**src/rtl/sat_counter.sv**
```systemverilog
// rtl/sat_counter.sv - up counter with synchronous clear that sticks at all-ones
// Purpose: shared counter for the mismatch total and the consecutive-miss run.
// Ports:
//   clk     - clock
//   reset_n - asynchronous active-low reset, clears count
//   clr     - synchronous clear, wins over en
//   en      - increment request, ignored once saturated
//   count   - current value (W bits)
//   sat     - high while count is all-ones
module sat_counter #(
    parameter int W = 8
) (
    input  logic         clk,
    input  logic         reset_n,
    input  logic         clr,
    input  logic         en,
    output logic [W-1:0] count,
    output logic         sat
);

    assign sat = &count;

    always_ff @(posedge clk or negedge reset_n) begin
        if (!reset_n) begin
            count <= '0;
        end else if (clr) begin
            count <= '0;
        end else if (en && !sat) begin
            count <= count + 1'b1;
        end
    end

endmodule

```
**config.mk**
```make
export PLATFORM = sky130hd
export DESIGN_NAME = sat_counter
export DESIGN_NICKNAME = d
export VERILOG_FILES = /design/src/rtl/sat_counter.sv
export SDC_FILE = /design/constraint.sdc
export NUM_CORES = 1
export LEC_CHECK = 0
export BUFFER_PORTS_ARGS = -buffer_cell sky130_fd_sc_hd__buf_2
export CAP_MARGIN = 20
export CORE_AREA = 3 3 40 42
export DETAILED_ROUTE_END_ITERATION = 6
export DIE_AREA = 0 0 43 45
export PLACE_DENSITY = 0.67
export SYNTH_ARGS = -nofsm -noshare
export SYNTH_HDL_FRONTEND = slang
export SYNTH_SLANG_ARGS = --single-unit
```
**constraint.sdc**
```tcl
create_clock -name clk -period 3.9 [get_ports clk]
set_clock_uncertainty 0.05 [all_clocks]
set_input_delay 0.585 -clock clk [delete_from_list [all_inputs] [get_ports clk]]
set_output_delay 0.585 -clock clk [all_outputs]
set_load 0.01 [all_outputs]
```
==> qor.yml, run 1 <==
floorplanning:
  initial_core_util_pct: 37.00
  dieWidth_um: 43
  core_area_mm2: 0.001285
  top_level_ports: 13
  die_y_um: 45
  die_area_mm2: 0.001935
  rows: 13
cts:
  cts_tree: "yes"
  clock-sinks: 8
  clk_latency_ns: 0.26
  htree_levels: 1
  cts_resized: 0
  post_cts_buffers: 0
  clk_path_buf_depth: 2
  clock-root-buffer: "clkbuf_4"
  clkTransAtPathRegs_ns: 0.05
  cts_buffers: 3
  cts_hold_buf: 0
setup_path:
  worstPathRequired_ns: 3.26
  arrival_ns: 1.47
  r2r_setup_slack_ns: 2.35
  critPathMaxFanout: 6
  path_class: "flop to output port"
  reg2reg_to: "count[0]$_DFFE_PN0P_"
  startpoint_type: "flop"
  timing.rr.start: "count[0]$_DFFE_PN0P_"
  end_kind: "output port"
  rr_worst_depth: 4
synthesis:
  ys_types: 26
  synth_nets: 50
  synth-seq-cells: 8
  seq_area_frac_synth_pct: 42.11
  avgSynthCellArea_um2: 10.57
  synth_cells: 45
  syn_area_um2: 475.5
  synth_warnings: 0
drt:
  wl_per_cell_um: 14.05
  avgViaCountPerCell: 5.575
  first_pass_iters: 4
  ant_nets: 0
  wl_um: 1026
  post-route-drc-count: 0
  drtIter0Drc: 8
  vias: 407
layout:
  seqCellArea_um2: 200.2
  final_area_um2: 558.0
  top_regs: "count (8)"
  final_cells: 73
  largest_register_ffs: 8
  multiInputGateArea_um2: 249.0
  area_delta_synth_final_pct: 17.37
  diodes: 0
  final_common_cell: "buf_2"
  regMostFlops: "count"
  fill_cells: 134
  most-common-layout-cells: "buf_2 (12), dfrtp_1 (8), a21oi_1 (5)"
  drive_gt1_share_pct: 36.21
  nets: 65
place:
  dp_hpwl_um: 730.1
  post-place-ws_ns: 2.077
  gp_congestion: 0.7567
  io_buffer_count: 12
  dpl_cell_area_um2: 535.5
  dp_cells: 70
sta:
  drv_slew: 0
  fin_crit_sh_pct: 54.09
  tightest_slew_ns: 0.2671
  max_freq_mhz: 474.0
  fin_ws_ns: 1.791
  setup_viol: 0
  period_minus_slack_ns: 2.109
  rsz0062_at_grt: "no"
  hold_viol_final: 0
  fin_setup_tns_ns: 0
  maxSlewHeadroom_pct: 82.19
pwr:
  peakVddDrop_mv: 0.1373
  power.density_mw_per_mm2: 301.1
  power_leakage_nw: 0.2809
global_routing:
  grt_pass1_vias: 399
  gr-usage-all-layers_pct: 12.99
  grt-ovfl-total: 0
  grt_first_pass_wirelength_um: 1821
  antenna_found_initial: 0
  grt_max_degree: 11
status:
  status: "completed"
run:
  drv_cap: 0
hold_path:
  hold_path.class: "primary input to async pin"
==> how the worst max path moves through the flow <==
stage	from	endpoint	cells after the start
3_3_place_gp	count[0]$_DFFE_PN0P_	sat	5
2_1_floorplan	count[0]$_DFFE_PN0P_	sat	4
6_report	count[0]$_DFFE_PN0P_	sat	5
3_5_place_dp	count[0]$_DFFE_PN0P_	sat	5
4_1_cts	count[0]$_DFFE_PN0P_	sat	5
5_1_grt	count[0]$_DFFE_PN0P_	sat	5
==> area by class of cell <==
class                           instances  area share (%)
Sequential cell                         8           35.87
Clock buffer                            3           4.036
Multi-Input combinational cell         33           44.62
Tap cell                               15           3.363
Inverter                                2           1.345
Timing Repair Buffer                   12           10.76
==> kinds of logic after synthesis <==
group           count (synthesis)  synth area share (%)
compound gates                 12                 18.16
simple gates                   18                 26.32
buf+inv                         4                 5.527
flops                           8                 42.10
mux                             2                 5.262
fa+ha+maj                       1                 2.631
==> metal layers <==
layer	up-vias	wire [um]	part of all wire (%)	track usage [%]
met1	184	491	48	17.20
met4	0	35	3.4	9.036
met5	-	0	0	0
met3	4	71	6.9	3.586
li1	204	-	-	-
met2	15	427	42	18.26
==> synth_stat cells <==
cell | number | area [um2]
nand4_1 | 3 | 18.77
mux2_4 | 1 | 15.01
buf_6 | 1 | 11.26
inv_1 | 2 | 7.510
o31ai_1 | 1 | 7.510
and4_2 | 1 | 10.01
a21oi_1 | 5 | 25.02
and4b_1 | 1 | 10.01
nand4b_1 | 1 | 8.760
nor3_1 | 2 | 10.01
dfrtp_1 | 8 | 200.2
and3_2 | 1 | 7.510
mux2i_1 | 1 | 10.01
a211oi_1 | 2 | 15.01
nor4_1 | 1 | 6.260
nand2b_1 | 2 | 12.51
a31oi_1 | 2 | 12.51
o21bai_1 | 1 | 7.510
nor2_1 | 1 | 3.750
buf_4 | 1 | 7.510
and2b_1 | 1 | 7.510
nand2_1 | 2 | 7.510
and4_4 | 1 | 11.26
a21boi_4 | 1 | 18.77
ha_1 | 1 | 12.51
and3_4 | 1 | 11.26
==> critical path, stage by stage, from the launching register on <==
cell     delay [ns]
dfrtp_1        0.42
ha_1           0.24
and4_4         0.29
nand2_1        0.10
inv_1          0.06
buf_2          0.12
==> report_power, final <==
group / internal [W] / switching [W] / leakage, nW
Combinational: 0.00000746 / 0.00000799 / 0.157
Clock: 0.0000353 / 0.0000294 / 0.0138
Sequential: 0.0000851 / 0.00000278 / 0.110
Total: 0.000128 / 0.0000402 / 0.281
==> metrics by stage <==
| stage | total power (W) | hold WS (ns) | utilization (%) |
|---|---|---|---|
| 2_1_floorplan | 0.00009829 | 0.2394 | - |
| 5_1_grt | 0.0001766 | 0.1166 | 43.43 |
| 4_1_cts | 0.0001705 | 0.1134 | 43.43 |
| 3_3_place_gp | 0.0001046 | 0.3897 | 41.67 |
| 6_report | 0.0001680 | 0.1119 | 43.43 |
| 3_5_place_dp | 0.0001049 | 0.3906 | 41.67 |
(Power assumes the default switching activity.)
==> run 2, diff against run 1 <==
clock period = 2.1 ns   (was 3.9 ns; I/O delays follow)
==> run 2 against run 1 <==
First-iteration DRC count up 13%; worst hold slack gained 0.18 ns; sequential power increased by 86%; critical path depth did not move; utilization increased by 0.78 points; final cell count increased by 1.4%; clock power increased by 79%; global-route usage is 0.49 points lower; wire length barely moved; final area rose by 1.8%; non-clock buffer count is 1 higher; die area is the same; largest power group unchanged.
==> qor.yml, run 2 (same netlist as run 1, synthesis figures left out) <==
global_routing:
  gr-usage-all-layers_pct: 12.50  # was 12.99%
  grt_max_degree: 11  # unchanged
  grt_use_met1_pct: 14.04  # was 17.20%
  top_usage_layer: "met2"  # unchanged
  use_met3_pct: 6.773  # was 3.586%
  antenna_found_initial: 0  # unchanged
  grt_pass1_vias: 391  # was 399
  met2_usage_pct: 19.76  # was 18.26%
  grt_first_pass_wirelength_um: 1745  # was 1821 um
  grt-ovfl-total: 0  # unchanged
setup_path:
  startpoint_type: "flop"  # unchanged
  r2r_setup_slack_ns: 0.56  # was 2.35 ns
  max_stage_delay_ns: 0.41  # was 0.42 ns
  arrival_ns: 1.47  # about the same
  worstPathRequired_ns: 1.74  # was 3.26 ns
  path_class: "flop to output port"  # unchanged
  end_kind: "output port"  # unchanged
  critPathMaxFanout: 6  # unchanged
  critPathSlowestCell: "dfrtp_1"  # unchanged
  path_cells: "ha_1 -> and4_4 -> nand2_1 -> inv_1 -> buf_2"  # unchanged
sta:
  drv_slew: 0  # unchanged
  maxSlewHeadroom_pct: 82.58  # was 82.19%
  whs_ns: 0.2966  # was 0.1119 ns
  rsz0062_at_grt: "no"  # unchanged
  fin_ws_ns: 0.2679  # was 1.791 ns
  setup_viol: 0  # unchanged
  fin_setup_tns_ns: 0  # unchanged
  fin_crit_sh_pct: 87.24
  max_freq_mhz: 545.8
  period_minus_slack_ns: 1.832
  hold_viol_final: 0  # unchanged
  tightest_slew_ns: 0.2613  # was 0.2671 ns
pwr:
  power_leakage_nw: 0.2850  # was 0.2809 nW
  p_total_w: 0.0003092  # was 0.0001680 W
  power.internal_w: 0.0002384  # was 0.0001278 W
  swShare_pct: 22.90  # was 23.93%
  power_frac_clock_pct: 37.5  # was 38.5%
  peakVddDrop_mv: 0.3167  # was 0.1373 mV
  p_seq_share_pct: 52.8  # was 52.3%
  combPwrFrac_pct: 9.7  # was 9.2%
  power.density_mw_per_mm2: 544.3  # was 301.1 mW/mm2
  switching_power_w: 0.00007079  # was 0.00004021 W
drt:
  avgViaCountPerCell: 5.743  # was 5.575
  ant_nets: 0  # unchanged
  drtIter0Drc: 9  # was 8
  wl_per_cell_um: 13.88  # was 14.05 um
  vias: 425  # was 407
  first_pass_iters: 4  # unchanged
  wl_um: 1027  # was 1026 um
  post-route-drc-count: 0  # unchanged
cts:
  clock-sinks: 8  # unchanged
  cts_tree: "yes"  # unchanged
  clkTransAtPathRegs_ns: 0.06  # was 0.05 ns
  clock-root-buffer: "clkbuf_4"  # unchanged
  cts_buffers: 3  # unchanged
  htree_levels: 1  # unchanged
  post_cts_buffers: 0  # unchanged
  clk_latency_ns: 0.25  # was 0.26 ns
  cts_resized: 0  # unchanged
  clk_path_buf_depth: 2  # unchanged
layout:
  final_area_um2: 568.0  # was 558.0 um2
  regMostFlops: "count"  # unchanged
  nets: 66  # was 65
  diodes: 0  # unchanged
  drive_gt1_share_pct: 35.59  # was 36.21%
  top_regs: "count (8)"  # unchanged
  final_common_cell: "buf_2"  # unchanged
  area_delta_synth_final_pct: 19.47  # was 17.37%
  most-common-layout-cells: "buf_2 (12), dfrtp_1 (8), a21oi_1 (5)"  # unchanged
  fill_cells: 129  # was 134
  largest_register_ffs: 8  # unchanged
floorplanning:
  top_level_ports: 13  # unchanged
  die_y_um: 45  # unchanged
  initial_core_util_pct: 37.00  # unchanged
  core_area_mm2: 0.001285  # unchanged
  rows: 13  # unchanged
  die_area_mm2: 0.001935  # unchanged
  dieWidth_um: 43  # unchanged
place:
  io_buffer_count: 12  # unchanged
  dpl_cell_area_um2: 535.5  # unchanged
  post-place-ws_ns: 0.5401  # was 2.077 ns
  gp_congestion: 0.7156  # was 0.7567
hold_path:
  hold_path.class: "primary input to flop"  # was primary input to async pin
status:
  status: "completed"  # unchanged
run:
  drv_cap: 0  # unchanged
run 2: changes by cell type in the layout (fill, tap and decap cells not counted), sizes merged:
cell | previous run | this run
dlygate4sd3 | 0 | 1
run 2: timing repair:
| item | in CTS | in global routing |
|---|---|---|
| setup endpoints to repair | 0 | 0 |
| endpoints found under the hold margin | 8 | 0 |
| hold buffers | 1 | 0 |
run 2: through the flow:
step | instances | util [%]
finish | 74 | 44.21
global route | 74 | 44.21
CTS | 74 | 44.21
detailed placement | 70 | 41.67
global placement | 70 | 41.67
floorplan | 45 | -
run 2: power groups by stage:
stage / Clock [W] / Sequential, W / Combinational, W
2_1_floorplan: 0 / 0.000167 / 0.0000158
3_3_place_gp: 0 / 0.000165 / 0.0000300
3_5_place_dp: 0 / 0.000166 / 0.0000296
4_1_cts: 0.000120 / 0.000163 / 0.0000310
5_1_grt: 0.000133 / 0.000164 / 0.0000341
6_report: 0.000116 / 0.000163 / 0.0000301
run 2: area by class of cell:
type	instances	area, um2	area share, %
Timing Repair Buffer	13	70.07	12.33
Tap cell	15	18.77	3.304
Clock buffer	3	22.52	3.965
Inverter	2	7.507	1.322
Sequential cell	8	200.2	35.24
Multi-Input combinational cell	33	249.0	43.83
run 2: routing by layer:
| metal | share of wire, % | wire (um) | vias up |
|---|---|---|---|
| met3 | 10 | 106 | 4 |
| met2 | 44 | 448 | 28 |
| met5 | 0 | 0 | - |
| li1 | - | - | 201 |
| met4 | 1.8 | 18 | 0 |
| met1 | 44 | 454 | 192 |
run 2: worst max-delay path: cells and delay by family (launching register included):
| kind | cells | cell delay [ns] |
|---|---|---|
| AND/OR/NAND/NOR | 2 | 0.40 |
| buffers and inverters | 2 | 0.18 |
| flip-flops | 1 | 0.41 |
| adder cells (fa/ha/maj) | 1 | 0.23 |
run 2: worst paths after layout:
check | cells past startpoint | start | endpoint
worst max-delay path | 5 | count[0]$_DFFE_PN0P_ | sat
worst min-delay path | 2 | clr | count[2]$_DFFE_PN0P_
worst max register to register | 4 | count[0]$_DFFE_PN0P_ | count[0]$_DFFE_PN0P_
worst min register to register | 1 | count[4]$_DFFE_PN0P_ | count[4]$_DFFE_PN0P_
max in group asynchronous | 2 | reset_n | count[6]$_DFFE_PN0P_
min in group asynchronous | 2 | reset_n | count[3]$_DFFE_PN0P_
==> run 3, diff against run 2 <==
BUFFER_PORTS_ARGS = -buffer_cell sky130_fd_sc_hd__buf_4   (was -buffer_cell sky130_fd_sc_hd__buf_2)
REMOVE_ABC_BUFFERS = 1   (was default)
==> run 3 against run 2 <==
Worst hold slack worse by 0.052 ns; via count down 1.2%; sequential share of layout area is 1.8 points lower; clock-buffer cell count is the same; non-clock buffer count did not move; maximum frequency is 0.28% lower; worst setup slack got worse by 0.0052 ns; critical path depth unchanged; die area unchanged.
==> qor.yml, run 3 (same netlist as run 1, synthesis figures left out) <==
sta:
  tightest_slew_ns: 0.2518  # was 0.2613 ns
  hold_viol_final: 0  # unchanged
  rsz0062_at_grt: "no"  # unchanged
  fin_crit_sh_pct: 87.49  # was 87.24%
  max_freq_mhz: 544.3  # was 545.8 MHz
  period_minus_slack_ns: 1.837  # was 1.832 ns
  whs_ns: 0.2443  # was 0.2966 ns
  maxSlewHeadroom_pct: 83.21  # was 82.58%
  fin_setup_tns_ns: 0  # unchanged
  drv_slew: 0  # unchanged
  setup_viol: 0  # unchanged
hold_path:
  min_path_cells: 2  # unchanged
  hold_path.class: "primary input to flop"  # unchanged
cts:
  htree_levels: 1  # unchanged
  clkTransAtPathRegs_ns: 0.05  # was 0.06 ns
  cts_buffers: 3  # unchanged
  clock-sinks: 8  # unchanged
  clk_path_buf_depth: 2  # unchanged
  clock-root-buffer: "clkbuf_4"  # unchanged
  cts_tree: "yes"  # unchanged
  cts_resized: 0  # unchanged
  clk_latency_ns: 0.26  # was 0.25 ns
drt:
  ant_nets: 0  # unchanged
  wl_um: 1025  # was 1027 um
  drtIter0Drc: 6  # was 9
  wl_per_cell_um: 13.85  # was 13.88 um
  first_pass_iters: 4  # unchanged
  vias: 420  # was 425
  post-route-drc-count: 0  # unchanged
  avgViaCountPerCell: 5.676  # was 5.743
floorplanning:
  die_area_mm2: 0.001935  # unchanged
  die_y_um: 45  # unchanged
  top_level_ports: 13  # unchanged
  rows: 13  # unchanged
  dieWidth_um: 43  # unchanged
  initial_core_util_pct: 37.00  # unchanged
  core_area_mm2: 0.001285  # unchanged
global_routing:
  grt_first_pass_wirelength_um: 1738  # was 1745 um
  gr-usage-all-layers_pct: 13.04  # was 12.50%
  antenna_found_initial: 0  # unchanged
  grt-ovfl-total: 0  # unchanged
  grt_pass1_vias: 386  # was 391
  grt_max_degree: 11  # unchanged
setup_path:
  end_kind: "output port"  # unchanged
  critical_path_buf_inv_count: 2  # unchanged
  crit_family: "flip-flops"  # unchanged
  rr_worst_depth: 4  # unchanged
  critPathMaxFanout: 6  # unchanged
  max_stage_delay_ns: 0.42  # was 0.41 ns
  startpoint_type: "flop"  # unchanged
  worstPathRequired_ns: 1.74  # about the same
  path_class: "flop to output port"  # unchanged
  critPathSlowestCell: "dfrtp_1"  # unchanged
  arrival_ns: 1.47  # about the same
  path_cells: "ha_1 -> and4_4 -> nand2_1 -> inv_1 -> buf_4"  # was ha_1 -> and4_4 -> nand2_1 -> inv_1 -> buf_2
  cp.depth: 5  # unchanged
layout:
  final_cells: 74  # unchanged
  most-common-layout-cells: "buf_4 (12), dfrtp_1 (8), a21oi_1 (5)"  # was buf_2 (12), dfrtp_1 (8), a21oi_1 (5)
  largest_register_ffs: 8  # unchanged
  nets: 66  # unchanged
  fill_cells: 130  # was 129
  regMostFlops: "count"  # unchanged
  area_delta_synth_final_pct: 25.79  # was 19.47%
  final_common_cell: "buf_4"  # was buf_2
  diodes: 0  # unchanged
  drive_gt1_share_pct: 35.59  # unchanged
  top_regs: "count (8)"  # unchanged
run:
  drv_cap: 0  # unchanged
status:
  status: "completed"  # unchanged
pwr:
  power_leakage_nw: 0.2871  # was 0.2850 nW
  peakVddDrop_mv: 0.2356  # was 0.3167 mV
  power.density_mw_per_mm2: 530.1  # was 544.3 mW/mm2
place:
  dp_hpwl_um: 742
  gp_congestion: 0.7243  # was 0.7156
  dp_cells: 70  # unchanged
  io_buffer_count: 12  # unchanged
-- run 3: cell counts in the layout (fill, tap and decap cells not counted) --
Identical to the previous run, type by type.
-- run 3: path summary, 6_finish.rpt --
kind                                 startpoint                   end  slack (ns)
max                        count[0]$_DFFE_PN0P_                   sat        0.26
min                                         clr  count[2]$_DFFE_PN0P_        0.24
max reg2reg                count[0]$_DFFE_PN0P_  count[0]$_DFFE_PN0P_        0.54
min reg2reg                count[7]$_DFFE_PN0P_  count[7]$_DFFE_PN0P_        0.55
max in group asynchronous               reset_n  count[0]$_DFFE_PN0P_        1.51
min in group asynchronous               reset_n  count[5]$_DFFE_PN0P_        0.36
-- run 3: worst reg2reg max path: stages (launching register included) --
cell,delay (ns)
dfrtp_1,0.43
ha_1,0.27
and4_4,0.21
a21boi_4,0.19
mux2_4,0.31
-- run 3: metrics by stage --
| step | setup slack [ns] | cell area (um2) | util (%) | power (W) |
|---|---|---|---|---|
| after detailed placement | 0.5308 | 565.5 | 44.01 | 0.0001991 |
| final | 0.2627 | 598.1 | 46.54 | 0.0003170 |
| after global placement | 0.5230 | 565.5 | 44.01 | 0.0001983 |
| after CTS | 0.2556 | 598.1 | 46.54 | 0.0003209 |
| after global routing | 0.1633 | 598.1 | 46.54 | 0.0003336 |
| after floorplan | 0.5853 | 456.7 | - | 0.0001797 |
-- run 3: routing by layer --
metal | part of all wire (%) | vias to the layer above | track usage, %
li1 | - | 201 | -
met1 | 44 | 200 | 14.39
met2 | 46 | 14 | 19.16
met3 | 5.9 | 5 | 4.781
met4 | 4.1 | 0 | 12.65
met5 | 0 | - | 0
-- run 3: timing repair --
| action | CTS | global route |
|---|---|---|
| endpoints found under the hold margin | 8 | 0 |
| hold buffers | 1 | 0 |
| buffers inserted | 0 | 0 |
-- run 3: where the power goes --
| group | total (W) | internal (W) | switching [W] | leakage, nW |
|---|---|---|---|---|
| sequential | 0.000164 | 0.000158 | 0.00000554 | 0.110 |
| combinational | 0.0000338 | 0.0000187 | 0.0000150 | 0.163 |
| clock | 0.000120 | 0.0000655 | 0.0000542 | 0.0138 |
-- run 3: final cells by class --
class / instances / area (um2) / share of cell area (%)
Clock buffer: 3 / 22.52 / 3.766
Inverter: 2 / 7.507 / 1.255
Multi-Input combinational cell: 33 / 249.0 / 41.63
Sequential cell: 8 / 200.2 / 33.47
Tap cell: 15 / 18.77 / 3.138
Timing Repair Buffer: 13 / 100.1 / 16.74
